$ cat src/rtl/rom_pkg.sv
// Shared types and helpers for the lookup-ROM arbiter.
// Holds the ROM geometry, the arbiter FSM states and the index-to-one-hot decode.
package rom_pkg;

    localparam int ROM_IDX_W  = 3;
    localparam int ROM_DEPTH  = 8;
    localparam int ROM_DATA_W = 8;

    typedef enum logic [1:0] {
        IDLE,
        READ,
        WAIT,
        RESP
    } rom_arb_state_e;

    function automatic logic [ROM_DEPTH-1:0] rom_onehot(
        input logic [ROM_IDX_W-1:0] idx
    );
        return ROM_DEPTH'(1) << idx;
    endfunction

endpackage

$ cat src/rtl/rr_arbiter.sv
// Combinational round-robin pick: search starts just above the last winner.
// Outputs a one-hot grant and the binary index of the winner.
module rr_arbiter #(
    parameter int NUM_REQ = 4,
    parameter int IW      = (NUM_REQ > 1) ? $clog2(NUM_REQ) : 1
) (
    input  logic [NUM_REQ-1:0] i_req,
    input  logic [IW-1:0]      i_last,
    input  logic               i_en,
    output logic [NUM_REQ-1:0] o_gnt,
    output logic [IW-1:0]      o_idx
);

    logic w_found;

    // Pass one covers requesters above last, pass two wraps to 0..last.
    always_comb begin
        o_gnt   = '0;
        o_idx   = '0;
        w_found = 1'b0;
        for (int i = 0; i < NUM_REQ; i++) begin
            if (i_en && !w_found && i_req[i] && (IW'(i) > i_last)) begin
                o_gnt[i] = 1'b1;
                o_idx    = IW'(i);
                w_found  = 1'b1;
            end
        end
        for (int i = 0; i < NUM_REQ; i++) begin
            if (i_en && !w_found && i_req[i]) begin
                o_gnt[i] = 1'b1;
                o_idx    = IW'(i);
                w_found  = 1'b1;
            end
        end
    end

endmodule

$ cat src/rtl/rom_arbiter.sv
// Shares one registered-read lookup ROM among NUM_REQ requesters.
// Accept, read, capture, respond: one transaction in flight at a time.
module rom_arbiter
    import rom_pkg::*;
#(
    parameter int NUM_REQ = 4
) (
    input  logic                          clk,
    input  logic                          rst,
    input  logic [NUM_REQ-1:0]            req_valid,
    input  logic [NUM_REQ*ROM_IDX_W-1:0]  req_idx,
    output logic [NUM_REQ-1:0]            req_ready,
    output logic [NUM_REQ-1:0]            rsp_valid,
    output logic [ROM_DATA_W-1:0]         rsp_data,
    output logic                          rom_en,
    output logic [ROM_DEPTH-1:0]          rom_addr,
    input  logic [ROM_DATA_W-1:0]         rom_data
);

    localparam int IW = (NUM_REQ > 1) ? $clog2(NUM_REQ) : 1;

    rom_arb_state_e       r_state;
    rom_arb_state_e       w_next;
    logic [IW-1:0]        r_last;
    logic [IW-1:0]        r_win;
    logic [ROM_IDX_W-1:0] r_idx;
    logic [ROM_DATA_W-1:0] r_rsp_data;

    logic                 w_arb_en;
    logic [NUM_REQ-1:0]   w_gnt;
    logic [IW-1:0]        w_win;
    logic [ROM_IDX_W-1:0] w_sel_idx;

    // Arbitration is live in IDLE and RESP; reset suppresses any accept.
    assign w_arb_en = !rst && ((r_state == IDLE) || (r_state == RESP));

    rr_arbiter #(
        .NUM_REQ (NUM_REQ),
        .IW      (IW)
    ) u_rr (
        .i_req  (req_valid),
        .i_last (r_last),
        .i_en   (w_arb_en),
        .o_gnt  (w_gnt),
        .o_idx  (w_win)
    );

    assign req_ready = w_gnt;
    assign rsp_data  = r_rsp_data;

    always_comb begin
        w_sel_idx = '0;
        for (int i = 0; i < NUM_REQ; i++) begin
            if (w_gnt[i]) begin
                w_sel_idx = req_idx[i*ROM_IDX_W +: ROM_IDX_W];
            end
        end
    end

    always_comb begin
        w_next   = r_state;
        rom_en   = 1'b0;
        rom_addr = '0;
        unique case (r_state)
            IDLE: begin
                if (|w_gnt) begin
                    w_next = READ;
                end
            end
            READ: begin
                rom_en   = 1'b1;
                rom_addr = rom_onehot(r_idx);
                w_next   = WAIT;
            end
            WAIT: begin
                w_next = RESP;
            end
            RESP: begin
                w_next = (|w_gnt) ? READ : IDLE;
            end
        endcase
    end

    always_comb begin
        rsp_valid = '0;
        for (int i = 0; i < NUM_REQ; i++) begin
            rsp_valid[i] = (r_state == RESP) && (r_win == IW'(i));
        end
    end

    always_ff @(posedge clk) begin
        if (rst) begin
            r_state    <= IDLE;
            r_last     <= IW'(NUM_REQ - 1);
            r_win      <= '0;
            r_idx      <= '0;
            r_rsp_data <= '0;
        end else begin
            r_state <= w_next;
            if (|w_gnt) begin
                r_idx  <= w_sel_idx;
                r_win  <= w_win;
                r_last <= w_win;
            end
            if (r_state == WAIT) begin
                r_rsp_data <= rom_data;
            end
        end
    end

endmodule

$ cat config.mk
export PLATFORM = sky130hd
export DESIGN_NAME = rom_arbiter
export DESIGN_NICKNAME = d
export VERILOG_FILES = /design/src/rtl/rom_pkg.sv /design/src/rtl/rr_arbiter.sv /design/src/rtl/rom_arbiter.sv
export SDC_FILE = /design/constraint.sdc
export NUM_CORES = 1
export LEC_CHECK = 0
export CORE_MARGIN = 2
export CORE_UTILIZATION = 34
export CTS_CLUSTER_DIAMETER = 100
export DETAILED_ROUTE_END_ITERATION = 7
export GPL_TIMING_DRIVEN = 0
export PLACE_DENSITY = 0.73
export SYNTH_ARGS = -nofsm -noshare
export SYNTH_HDL_FRONTEND = slang
export SYNTH_SLANG_ARGS = --single-unit
$ cat constraint.sdc
create_clock -name clk -period 1.7 [get_ports clk]
set_input_delay 0.34 -clock clk [delete_from_list [all_inputs] [get_ports clk]]
set_output_delay 0.34 -clock clk [all_outputs]
set_load 0.02 [all_outputs]
==> results.py <==
metrics = {
    "layout": {
        "area_delta_synth_final_pct": 99.19,
        "diodes": 0,
        "fill_cells": 191,
        "drive_gt1_share_pct": 43.02,
        "multi_input_area_sq_um": 753.2,
        "nNetsFinal": 211,
        "finish.utilization_pct": 72.76,
        "regArea_sq_um": 352.8,
        "stdcell_count": 209,
    },
    "flow_run": {
        "max_cap_viol_count": 0,
    },
    "hold_path": {
        "hold_start": "r_last[1]",
        "hold_class": "reg2reg",
    },
    "timing": {
        "fin_crit_ns": 1.967,
        "finalHoldViolCount": 0,
        "setup_viol": 11,
        "rsz0062_at_grt": "yes",
        "worst_pin_slew_ns": 0.6089,
        "fin_crit_sh_pct": 115.7,
        "layout_setup_ws_ns": -0.2668,
        "max_freq_ghz": 0.5084,
        "relSlewSlack_pct": 59.40,
        "skew_ns": 0.007376,
        "final-max-slew-violation-count": 0,
    },
    "grt": {
        "overflow": 0,
        "grt_first_pass_wirelength_microns": 4705,
        "grt_pass1_vias": 1059,
        "antenna_found_initial": 0,
        "grt_max_degree": 11,
        "globalRouteTotalUtil_pct": 18.52,
    },
    "drt": {
        "drc_errors": 0,
        "wirelength_microns": 2966,
        "vias": 1053,
        "drtPass1Iterations": 3,
        "avgRoutedWirePerCell_microns": 14.19,
        "drt_iter0_markers": 17,
        "vias_per_cell": 5.038,
        "drt.antenna.violating_nets": 0,
    },
    "clock_tree": {
        "cts_root_buf": "clkbuf_4",
        "path_clk_slew_ns": 0.10,
        "clock_latency_ns": 0.29,
        "cts.htree.levels": 1,
        "cts_buffers": 3,
        "cts_buffer_depth": 2,
        "cts_num_sinks": 17,
        "cts_tree": "yes",
    },
    "floorplan": {
        "die-height_microns": 56.29,
        "design.core.area_sq_um": 2545,
        "die_x_microns": 56.29,
        "rows": 18,
        "start_util_pct": 36.53,
        "ios": 51,
        "die-area_sq_um": 3169,
    },
    "run_status": {
        "violations": "setup timing",
        "status": "finished, violations left",
    },
    "power": {
        "power_w": 0.002428,
        "vdd_drop_max_mv": 0.9184,
        "p_per_area_nw_per_um2": 1311,
        "p_comb_share_pct": 64.5,
        "switching_share_pct": 40.54,
        "netSwitchingPower_w": 0.0009843,
        "seqPwrFrac_pct": 26.6,
        "internal-power_w": 0.001444,
        "leakagePower_nw": 0.7559,
        "p_clk_share_pct": 8.9,
    },
    "synthesis": {
        "ys_types": 33,
        "ys_seq_area_share_pct": 36.61,
        "syn_nets": 138,
        "synth_cells": 107,
        "synth_seq_cells": 17,
        "avgSynthCellArea_sq_um": 8.688,
        "ys_warn_count": 0,
        "syn-cell-area_sq_um": 929.6,
    },
    "setup_path": {
        "critPathArrivalTime_ns": 1.63,
        "worstPathRequired_ns": 1.36,
        "cpPeakStageDelay_ns": 0.41,
        "path_buf_inv": 1,
        "crit_path_end_kind": "primary output",
        "cp_top_family": "simple AND/OR/NAND/NOR gates",
        "path_max_fanout": 5,
        "setup.worst_path.class": "reg2out",
        "worstReg2RegStart": "r_last[0]",
        "path_cells": "or3b_4, and3_4, a31o_4, buf_6",
        "critPathLaunchType": "register",
        "slowest_stage": "or3b_4",
        "crit_path_start": "r_last[0]",
    },
    "place": {
        "gp_congestion": 0.7994,
        "place_inst": 186,
        "numPortBuffers": 49,
        "dp_hpwl_microns": 2005,
    },
}
per-stage QoR:
stage / TNS, ns / area, sq um / hold WS [ns] / worst slack [ns]
4_1_cts: -1.790 / 1660 / 0.5107 / -0.2836
3_5_place_dp: -9.720 / 1486 / 0.4852 / -0.9254
6_report: -1.777 / 1852 / 0.5122 / -0.2668
2_1_floorplan: -0.004804 / 958.4 / 0.4832 / -0.003711
3_3_place_gp: -9.056 / 1486 / 0.4744 / -0.9041
5_1_grt: -3.087 / 1852 / 0.5360 / -0.3085
worst reg2reg max path, cell delays in order (launching register included):
cell,delay (ns)
dfxtp_4,0.35
or3b_4,0.41
and3_4,0.20
a31o_4,0.24
buf_4,0.14
a221oi_2,0.24
o22ai_1,0.11
per-layer routing:
layer / up-vias / wire length [microns] / GRT usage [%] / share of wire [%]
met5: - / 0 / 0 / 0
met4: 0 / 28 / 6.122 / 0.94
met3: 4 / 82 / 2.304 / 2.8
met2: 24 / 1643 / 34.79 / 55
met1: 493 / 1212 / 21.38 / 41
li1: 532 / - / - / -
state kept, by name, summed over array words and instances (netlist names):
name and cells:
r_idx 3, r_last 2, r_state 2, r_win 2
rsp_data 8
power groups by stage:
stage	combinational, W	sequential (W)	clock (W)
final	0.00157	0.000645	0.000217
after global routing	0.00168	0.000662	0.000239
after CTS	0.00133	0.000634	0.000220
after detailed placement	0.00105	0.000631	0
after global placement	0.00102	0.000624	0
after floorplan	0.000658	0.000654	0
Yosys cell counts:
cell type	number	area, sq um
nor3_1	4	20.02
or3b_1	1	8.760
a31o_2	1	8.760
a22oi_1	3	22.52
o211a_1	1	10.01
buf_1	1	3.750
o21ai_2	1	8.760
o21ai_0	2	10.01
mux2_2	1	11.26
ha_1	5	62.56
o211ai_1	1	7.510
clkbuf_1	2	7.510
a211oi_1	2	15.01
a2111o_1	2	22.52
nand2b_1	4	25.02
and3b_1	1	8.760
o2111ai_1	1	8.760
buf_6	1	11.26
inv_1	3	11.26
dfxtp_1	17	340.3
mux2i_1	9	90.09
nor2_1	22	82.58
nand3_1	1	5.000
a21oi_1	2	10.01
a221oi_1	3	26.28
and3_1	2	12.51
or3_1	1	6.260
nand4_1	1	6.260
nor3b_1	1	7.510
nor2b_1	1	6.260
and3_4	1	11.26
nand2_1	6	22.52
o22ai_1	3	18.77
worst paths after layout:
kind	to	slack, ns	depth (start not counted)
hold / removal	r_last[1]	0.51	1
hold reg to reg	r_last[1]	0.51	1
setup reg to reg	r_idx[0]	-0.13	6
setup / recovery	req_ready[1]	-0.27	4
cell families (layout without fill, tap and decap cells):
logic type | count (synthesis) | in the layout | synth area share [%]
AO/OA/AOI/OAI | 22 | 22 | 18.17
flip-flops | 17 | 17 | 36.61
buffers and inverters | 7 | 79 | 3.634
multiplexers | 10 | 10 | 10.90
adder cells (fa/ha/maj) | 5 | 5 | 6.729
AND/OR/NAND/NOR | 46 | 46 | 23.96
cells in the final DEF (no fill, tap or decap), drive strengths merged, types with 4 or more instances in the layout:
cell	n
nor2	22
nor3	4
buf	34
nand2b	4
dfxtp	17
mux2i	9
ha	5
clkdlybuf4s50	28
clkdlybuf4s15	4
clkbuf	7
nand2	6
cell type report:
cell class | instances | area share, %
sequential | 17 | 19.05
tap | 30 | 2.027
clock buffer | 4 | 1.419
timing repair buffer | 69 | 35.47
buffer | 3 | 0.6081
multi-input combinational | 83 | 40.68
inverter | 3 | 0.7432
repair_timing:
item,in CTS,in global routing
endpoints found under the setup margin,25,26
hold buffers,0,0
pin swaps,7,13
gates resized for setup,96,48
buffers inserted,12,9
Power figures use the tool's default switching activity.
